===== config.mk =====
export PLATFORM = sky130hd
export DESIGN_NAME = rx_slot_sched
export DESIGN_NICKNAME = d
export VERILOG_FILES = /design/src/rtl/rx_slot_sched_pkg.sv /design/src/rtl/rx_slot_sched_irq_mod.sv /design/src/rtl/rx_slot_sched.sv
export SDC_FILE = /design/constraint.sdc
export NUM_CORES = 1
export LEC_CHECK = 0
export BUFFER_PORTS_ARGS = -buffer_cell sky130_fd_sc_hd__buf_2
export CAP_MARGIN = 20
export CORE_MARGIN = 2
export CORE_UTILIZATION = 50
export CTS_BUF_LIST = sky130_fd_sc_hd__clkbuf_16
export CTS_CLUSTER_SIZE = 12
export DETAILED_ROUTE_END_ITERATION = 10
export PLACE_DENSITY = 0.7
export RECOVER_POWER = 25
export SETUP_SLACK_MARGIN = 0.1
export SLEW_MARGIN = 15
export SYNTH_ARGS = -nofsm -noshare
export SYNTH_HDL_FRONTEND = slang
export SYNTH_HIERARCHICAL = 1
export SYNTH_SLANG_ARGS = --single-unit
export TNS_END_PERCENT = 50

===== constraint.sdc =====
create_clock -name clk_125 -period 3.5 [get_ports clk_125]
set_input_delay 0.175 -clock clk_125 [delete_from_list [all_inputs] [get_ports clk_125]]
set_output_delay 0.175 -clock clk_125 [all_outputs]
set_load 0.01 [all_outputs]

===== src/rtl/rx_slot_sched_pkg.sv =====
// Shared widths, default sizing and interrupt FSM encoding for the RX slot scheduler.
package rx_slot_sched_pkg;

  localparam int ETH_LEN_W = 12;
  localparam int ETH_TS_W  = 32;
  localparam int META_W    = ETH_LEN_W + ETH_TS_W;

  localparam int DEF_NSLOTS      = 4;
  localparam int DEF_IDX_W       = 2;
  localparam int DEF_IRQ_THRESH  = 2;
  localparam int DEF_IRQ_HOLDOFF = 1250;

  typedef enum logic [1:0] {
    IRQ_IDLE = 2'd0,
    IRQ_HOLD = 2'd1,
    IRQ_FIRE = 2'd2
  } irq_state_e;

endpackage


===== src/rtl/rx_slot_sched_irq_mod.sv =====
// Interrupt moderation: fires on a pending-count threshold or once the oldest
// pending frame has waited the holdoff time; cleared by ack, drain or disable.
module rx_irq_mod
  import rx_slot_sched_pkg::*;
#(
  parameter int IDX_W       = DEF_IDX_W,
  parameter int IRQ_THRESH  = DEF_IRQ_THRESH,
  parameter int IRQ_HOLDOFF = DEF_IRQ_HOLDOFF
) (
  input  logic             clk_125,
  input  logic             rstn,
  input  logic [IDX_W:0]   i_count,
  input  logic             i_irq_en,
  input  logic             i_irq_ack,
  output logic             o_irq
);

  localparam int TIMER_W = $clog2(IRQ_HOLDOFF + 1);

  irq_state_e          r_state;
  irq_state_e          w_state_next;
  logic [TIMER_W-1:0]  r_timer;
  logic                r_irq;
  logic                w_nonzero;
  logic                w_at_thresh;
  logic                w_expired;

  assign w_nonzero   = (i_count != '0);
  assign w_at_thresh = (i_count >= (IDX_W+1)'(IRQ_THRESH));
  assign w_expired   = (r_timer == TIMER_W'(IRQ_HOLDOFF - 1));

  // Next-state decode; disabling or draining always wins over firing.
  always_comb begin
    w_state_next = r_state;
    unique case (r_state)
      IRQ_IDLE: begin
        if (i_irq_en && w_at_thresh)    w_state_next = IRQ_FIRE;
        else if (i_irq_en && w_nonzero) w_state_next = IRQ_HOLD;
      end
      IRQ_HOLD: begin
        if (!i_irq_en || !w_nonzero)      w_state_next = IRQ_IDLE;
        else if (w_expired || w_at_thresh) w_state_next = IRQ_FIRE;
      end
      IRQ_FIRE: begin
        if (i_irq_ack || !w_nonzero || !i_irq_en) w_state_next = IRQ_IDLE;
      end
      default: w_state_next = IRQ_IDLE;
    endcase
  end

  // State, holdoff timer and registered irq level.
  always_ff @(posedge clk_125 or negedge rstn) begin
    if (!rstn) begin
      r_state <= IRQ_IDLE;
      r_timer <= '0;
      r_irq   <= 1'b0;
    end else begin
      r_state <= w_state_next;
      r_irq   <= (w_state_next == IRQ_FIRE);
      if (w_state_next == IRQ_IDLE)  r_timer <= '0;
      else if (r_state == IRQ_HOLD)  r_timer <= r_timer + TIMER_W'(1);
    end
  end

  assign o_irq = r_irq;

endmodule


===== src/rtl/rx_slot_sched.sv =====
// RX slot ring scheduler: write/read pointers over NSLOTS frame slots shared by
// the Ethernet writer and the host reader, with per-slot length/timestamp store.
module rx_slot_sched
  import rx_slot_sched_pkg::*;
#(
  parameter int NSLOTS      = DEF_NSLOTS,
  parameter int IDX_W       = DEF_IDX_W,
  parameter int IRQ_THRESH  = DEF_IRQ_THRESH,
  parameter int IRQ_HOLDOFF = DEF_IRQ_HOLDOFF
) (
  input  logic                 clk_125,
  input  logic                 rstn,
  input  logic                 i_rx_done,
  input  logic [ETH_LEN_W-1:0] i_rx_frame_len,
  input  logic [ETH_TS_W-1:0]  i_rx_timestamp,
  output logic [IDX_W-1:0]     o_eth_slot_idx,
  output logic                 o_eth_slot_free,
  input  logic                 i_host_release,
  input  logic                 i_irq_ack,
  input  logic                 i_irq_en,
  output logic [IDX_W-1:0]     o_host_slot_idx,
  output logic [IDX_W:0]       o_host_pending,
  output logic [ETH_LEN_W-1:0] o_host_len,
  output logic [ETH_TS_W-1:0]  o_host_ts,
  output logic [15:0]          o_drop_cnt,
  output logic                 o_rel_err,
  output logic                 o_irq
);

  logic [IDX_W-1:0]     r_wr_ptr;
  logic [IDX_W-1:0]     r_rd_ptr;
  logic [IDX_W:0]       r_count;
  logic [15:0]          r_drop_cnt;
  logic                 r_rel_err;
  logic [ETH_LEN_W-1:0] r_host_len;
  logic [ETH_TS_W-1:0]  r_host_ts;
  logic [META_W-1:0]    r_meta [NSLOTS];

  logic                 w_full;
  logic                 w_empty;
  logic                 w_rel_ok;
  logic                 w_accept;
  logic                 w_drop;
  logic [IDX_W-1:0]     w_rd_ptr_next;
  logic [META_W-1:0]    w_meta_rd;

  // A release on a full ring frees a slot first, so a same-cycle frame is kept.
  assign w_full        = (r_count == (IDX_W+1)'(NSLOTS));
  assign w_empty       = (r_count == '0);
  assign w_rel_ok      = i_host_release && !w_empty;
  assign w_accept      = i_rx_done && (!w_full || w_rel_ok);
  assign w_drop        = i_rx_done && !w_accept;
  assign w_rd_ptr_next = w_rel_ok ? (r_rd_ptr + IDX_W'(1)) : r_rd_ptr;
  assign w_meta_rd     = r_meta[w_rd_ptr_next];

  // Metadata store: written on accepted frames only, never reset.
  always_ff @(posedge clk_125) begin
    if (w_accept) r_meta[r_wr_ptr] <= {i_rx_frame_len, i_rx_timestamp};
  end

  // Ring pointers, occupancy, error/drop accounting and host-facing metadata.
  always_ff @(posedge clk_125 or negedge rstn) begin
    if (!rstn) begin
      r_wr_ptr   <= '0;
      r_rd_ptr   <= '0;
      r_count    <= '0;
      r_drop_cnt <= '0;
      r_rel_err  <= 1'b0;
      r_host_len <= '0;
      r_host_ts  <= '0;
    end else begin
      if (w_accept) r_wr_ptr <= r_wr_ptr + IDX_W'(1);
      r_rd_ptr <= w_rd_ptr_next;
      if (w_accept && !w_rel_ok)      r_count <= r_count + (IDX_W+1)'(1);
      else if (!w_accept && w_rel_ok) r_count <= r_count - (IDX_W+1)'(1);
      if (w_drop && (r_drop_cnt != 16'hFFFF)) r_drop_cnt <= r_drop_cnt + 16'd1;
      if (i_host_release && w_empty) r_rel_err <= 1'b1;
      r_host_len <= w_meta_rd[META_W-1:ETH_TS_W];
      r_host_ts  <= w_meta_rd[ETH_TS_W-1:0];
    end
  end

  rx_irq_mod #(
    .IDX_W       (IDX_W),
    .IRQ_THRESH  (IRQ_THRESH),
    .IRQ_HOLDOFF (IRQ_HOLDOFF)
  ) u_irq (
    .clk_125   (clk_125),
    .rstn      (rstn),
    .i_count   (r_count),
    .i_irq_en  (i_irq_en),
    .i_irq_ack (i_irq_ack),
    .o_irq     (o_irq)
  );

  assign o_eth_slot_idx  = r_wr_ptr;
  assign o_eth_slot_free = !w_full;
  assign o_host_slot_idx = r_rd_ptr;
  assign o_host_pending  = r_count;
  assign o_host_len      = r_host_len;
  assign o_host_ts       = r_host_ts;
  assign o_drop_cnt      = r_drop_cnt;
  assign o_rel_err       = r_rel_err;

endmodule


# Yosys cells after proc, flatten, opt, wreduce, memory -nomap -nowiden
# Memories as Yosys holds them, arrays and structs flattened. A register that Yosys moved wholly into a read port is not among the register bits.
# Index checks and enable logic that the tools add are counted.
[totals] output_inout_bits=70 mem_bits_rw=176 ff_bits=38 n_memories=1 inputBits=50
[op_classes] addsub=6 n_mux=13 n_lt_le_gt_ge=1 n_reduce_logical=27 n_eq_ne=6
[mem_list] memory="r_meta" depth=4 word_bits=44 read_ports=1 rd_ports_with_merged_regs=1 write_ports=1 line="rx_slot_sched.sv:37" source="logic [META_W-1:0] r_meta [NSLOTS];"
[ops] cell="11-bit two-way mux" count=2
[ops] cell="16-bit by 1-bit adder with 16-bit output, second input constant" count=1
[ops] cell="16-bit inequality test, second input constant" count=1
[ops] cell="2-bit two-way mux" count=6
[ops] cell="11-bit by 1-bit adder with 11-bit output, second input constant" count=1
[ops] cell="11-bit equality test, second input constant" count=1
[ops] cell="1-bit logical AND" count=9
[ops] cell="1-bit zero test" count=7
[ops] cell="3-bit two-way mux" count=2
[ops] cell="2-bit one-hot mux with 3 select lines" count=1
[ops] cell="1-bit logical OR" count=5
[ops] cell="2-bit by 1-bit adder with 2-bit output, second input constant" count=2
[ops] cell="2-bit equality test, second input constant" count=2
[ops] cell="2-bit zero test" count=2
[ops] cell="2-bit nonzero test" count=2
[ops] cell="3-bit by 1-bit adder with 3-bit output, second input constant" count=1
[ops] cell="3-bit equality test, second input constant" count=1
[ops] cell="3-bit by 2-bit >= comparator with 1-bit output, second input constant" count=1
[ops] cell="3-bit zero test" count=1
[ops] cell="3-bit nonzero test" count=1
[ops] cell="3-bit by 1-bit subtractor with 3-bit output, second input constant" count=1
[ops] cell="2-bit by 1-bit equality test with 1-bit output, second input constant" count=1
[ops] cell="1-bit two-way mux" count=2

# Depth between registers and ports, before layout
[depth] depth_word=9 depth_mapped=11 mapped_depth_nobuf=9

# Cells and area by module
# Netlist, hierarchy kept.
[modules_own_cells] mod="rx_slot_sched" area_per_inst_um2=10518.8 cells_each=693 instances=1
[modules_own_cells] mod="rx_irq_mod" area_per_inst_um2=728.2 cells_each=74 instances=1

# Least setup slack after synthesis
# Ideal clock, no wire load.
[synth_path] path_type="flip-flop to flip-flop" from="register r_count[2] (netlist: o_host_pending[2])" to="memory r_meta[0][0] (netlist name), enable pin" t_arrival_ps=2081 setup_time_ps=406 path_stages_with_launch=5 required_ps=3094 slack_ps=1013 path_buffers=0 cell_sequence="dfrtp_1 > nor3b_2 > inv_1 > o21a_1 > and2_1"
[synth_via] elab_cells_between_ends=9
[synth_lines] element="start: declaration" line="rx_slot_sched.sv:32" source="logic [IDX_W:0] r_count;"
[synth_lines] element="start signal: assignment" line="rx_slot_sched.sv:74" source="if (w_accept && !w_rel_ok) r_count <= r_count + (IDX_W+1)'(1);"
[synth_lines] element="start signal: assignment" line="rx_slot_sched.sv:75" source="else if (!w_accept && w_rel_ok) r_count <= r_count - (IDX_W+1)'(1);"
[synth_lines] element="3-bit equality test" line="rx_slot_sched.sv:48" source="assign w_full = (r_count == (IDX_W+1)'(NSLOTS));"
[synth_lines] element="1-bit zero test"
[synth_lines] element="net o_eth_slot_free" line="rx_slot_sched.sv:17" source="output logic o_eth_slot_free,"
[synth_lines] element="1-bit logical OR" line="rx_slot_sched.sv:51" source="assign w_accept = i_rx_done && (!w_full || w_rel_ok);"
[synth_lines] element="1-bit logical AND" line="rx_slot_sched.sv:51"
[synth_lines] element="net w_accept" line="rx_slot_sched.sv:42" source="logic w_accept;"
[synth_lines] element="1-bit two-way mux" line="rx_slot_sched.sv:58" source="if (w_accept) r_meta[r_wr_ptr] <= {i_rx_frame_len, i_rx_timestamp};"
[synth_lines] element="1-bit two-way mux (not written as such)" line="rx_slot_sched.sv:58"
[synth_lines] element="end: declaration" line="rx_slot_sched.sv:37"
# The timed path passes the listed nets, and every way through them passes these cells.

# Worst setup path after layout
[layout_path] from="register r_count[0] (netlist: o_host_pending[0])" to="register r_count[2] (netlist: o_host_pending[2])"
[layout_via] elab_chain_len=8 elab_cells_between_ends=16
[layout_lines] element="parallel branches: the longest is 8 deep, another holds 3-bit by 1-bit subtractor with 3-bit output"
# Parallel ways; which one is timed is not known. The select of a mux whose other input is x is not followed.
# A chain may end at the register's enable or synchronous reset.

==> flow_metrics.tcl <==
set metrics [dict create \
    crit_fanout 48 \
    routed_via_density 5.80 \
    ys_top_cells_by_count "176 x edfxtp_1, 133 x mux2i_1, 99 x nand2_1" \
    period_minus_slack_ns 2.48 \
    dp_hpwl_um 14100 \
    cts_sinks 258 \
    setup_viol_count_final 0 \
    final_max_slew_viol_count 0 \
    diodes 0 \
    portBuffers 119 \
    drive_gt1_share_pct 16.3 \
    synth_compound_area_share_pct 9.62 \
    finClkSkew_ns 0.0178 \
    insertion_delay_ns 0.53 \
    netlist_instances 767 \
    die_w_um 154 \
    max_slew_margin_pct 34.7 \
    gp_congestion 0.775 \
    avgRoutedWirePerCell_um 19.7 \
    powerDensity_nw_per_um2 770 \
    cts-root-buf "clkbuf_16" \
    pwr-share-seq_pct 43.7 \
    cp-start-kind "flop" \
    worstMarginPinSlew_ns 0.977 \
    hold_ws_ns 0.0980 \
    async_reset_ff_share_pct 31.8 \
    grt_pass1_wl_um 38300 \
    finalWirelength_um 24300 \
    die_y_um 154 \
    synth.avg_cell_area_sq_um 14.7 \
    synth_top_area_share_pct 47.0 \
    dieArea_sq_um 23700 \
    first_pass_iters 4 \
    crit_type "flop to flop" \
    tritoncts "done" \
    synth_area_sq_um 11200 \
    core_area_sq_um 22000 \
    cp.arrival_ns 2.92 \
    htreeDepth 1 \
    maxCapViolCount 0 \
    grt_pass1_vias 7246 \
    clk_path_buf_depth 3 \
    finalHoldViolations 0 \
    yosysUniqueCellTypes 49 \
    synth-main-ff-cell "edfxtp_1" \
    grt_max_degree 90 \
    clkSlewWorstSetupHoldPaths_ns 0.06 \
    worstPathRequired_ns 3.94 \
    route.detailed.drc 0 \
    fmax_mhz 404 \
    status "completed" \
    syn_nets 826 \
    grt_overflow 0 \
    hp-class "input pin to flop" \
    rsz0062_at_grt "no" \
    power_switching_share_pct 33.5 \
    crit_path_end_kind "flop" \
    grt_usage_pct 20.4 \
    final_core_util_pct 60.7 \
    synth-adder-area-share_pct 1.07 \
    nNetsFinal 993 \
    pwr-share-clk_pct 24.2 \
    synth_area_leaders "edfxtp_1 47%, dfrtp_1 18%, mux2i_1 12%" \
    synth_xor_area_share_pct 1.48 \
    placementRows 54 \
    cellLeakagePower_uw 0.00526 \
    drt_iter0_markers 556 \
    synth-simple-area-share_pct 7.24 \
    numCtsBuffers 27 \
    synth_edf_count 176 \
    yosysTopAreaCell "edfxtp_1" \
    start_util_pct 51.2 \
    cts_setup_buffers 0 \
    final_antenna_net_count 0 \
    p_sw_uw 3430 \
    cts.repair.resized 0 \
    setup_tns_ns 0 \
    fin_crit_sh_pct 70.7 \
    yosysMostFrequentCell "edfxtp_1" \
    combinationalPowerShare_pct 32.1 \
    vias 7166 \
    internal_power_uw 6830 \
    antenna_found_initial 0 \
    synth-seq-area-share_pct 65.2 \
    peakVddDrop_v 0.000589 \
    synth-seq-cells 258 \
    muxShareOfSynthArea_pct 12.3 \
    area_growth_syn_to_layout_pct 18.5 \
    io_pins 120 \
    ys_warn_count 6 \
    synth_top_family_by_area "multiplexers" \
]
kinds of logic (layout without fill, tap and decap cells):
family,count (synthesis),in the layout
adder cells (fa/ha/maj),9,9
buffers and inverters,57,245
XOR/XNOR,19,19
AO/OA/AOI/OAI,115,115
flip-flops,258,258
multiplexers,138,138
AND/OR/NAND/NOR,171,171
metrics by stage:
stage          instance area [sq um]  power (uW)  setup slack [ns]  instances
3_5_place_dp                   12100        7800              1.01       1138
3_3_place_gp                   12100        7720              1.08       1138
6_report                       13300       10300              1.02       1235
2_1_floorplan                  11200        6630              1.01        767
5_1_grt                        13300       10800             0.827       1235
4_1_cts                        13400       10300              1.00       1235
power by group through the flow:
stage          logic, uW  registers (uW)  clock network, uW
2_1_floorplan       2040            4590                  0
3_3_place_gp        3200            4520                  0
3_5_place_dp        3280            4520                  0
4_1_cts             3330            4470               2550
5_1_grt             3570            4560               2660
6_report            3290            4480               2480
layout make-up:
class / instances / area (sq um)
clock buffers: 27 / 676
clock inverters: 23 / 92.6
fillers: 1700 / 8640
inverters: 11 / 46.3
multi-input cells: 452 / 3600
flip-flops and latches: 258 / 7340
well taps: 280 / 350
repair buffers: 184 / 1220
worst paths after layout:
path / start / endpoint / slack, ns / cells after the start
worst min-delay path: i_irq_ack / u_irq/r_timer[10] / 0.1 / 4
max in group asynchronous: rstn / o_host_slot_idx[0] / 2.31 / 3
worst max register to register: o_host_pending[0] / o_host_pending[2] / 1.02 / 8
worst min register to register: o_rel_err / o_rel_err / 0.45 / 1
min in group asynchronous: rstn / o_host_ts[1] / 0.32 / 2
worst max-delay path: o_host_pending[0] / o_host_pending[2] / 1.02 / 8
worst max-delay path, stage by stage, from the launching register on:
cell,delay (ns)
dfrtp_1,0.50
o31a_2,0.39
clkinv_4,0.38
ha_1,0.27
inv_1,0.06
fa_1,0.37
xor2_1,0.15
nor2_1,0.12
xor2_1,0.15
layout by cell type, fill, tap and decap left out, types with 6 or more instances in the layout:
cell           count
a221oi_1          30
a221oi_2          14
nand3_1           12
nand4_1            6
ha_1               8
clkbuf_1          37
xor2_1            13
clkinv_1          11
a32o_1            44
buf_2             81
a21oi_1            7
nor2_1             8
clkbuf_16         27
dlygate4sd3_1     47
inv_1             20
edfxtp_1         176
mux2i_1          133
dfrtp_1           82
xnor2_1            6
nor3_1             6
nand2_1           99
nor4_1             6
o21ai_0            9
buf_4             14
registers in the layout (all words and copies together), names as in the netlist, 3 cells and up:
signal          flops
o_drop_cnt         16
r_meta            176
o_host_len         12
o_host_ts          32
u_irq/r_timer      11
o_host_pending      3
repair_timing:
| action | 4_1_cts | 5_1_grt |
|---|---|---|
| hold buffers | 47 | 0 |
| hold endpoints to repair | 244 | 0 |
| endpoints found under the setup margin | 0 | 0 |
metal layers:
| layer | share of wire (%) | wire length, um | GRT usage, % | vias to the layer above |
|---|---|---|---|---|
| met4 | 2.1 | 503 | 5.12 | 0 |
| met3 | 5.4 | 1320 | 2.99 | 41 |
| met2 | 49 | 12000 | 35.5 | 237 |
| li1 | - | - | - | 3333 |
| met1 | 43 | 10500 | 26.9 | 3555 |
| met5 | 0 | 0 | 0 | - |
Power figures use the tool's default switching activity.
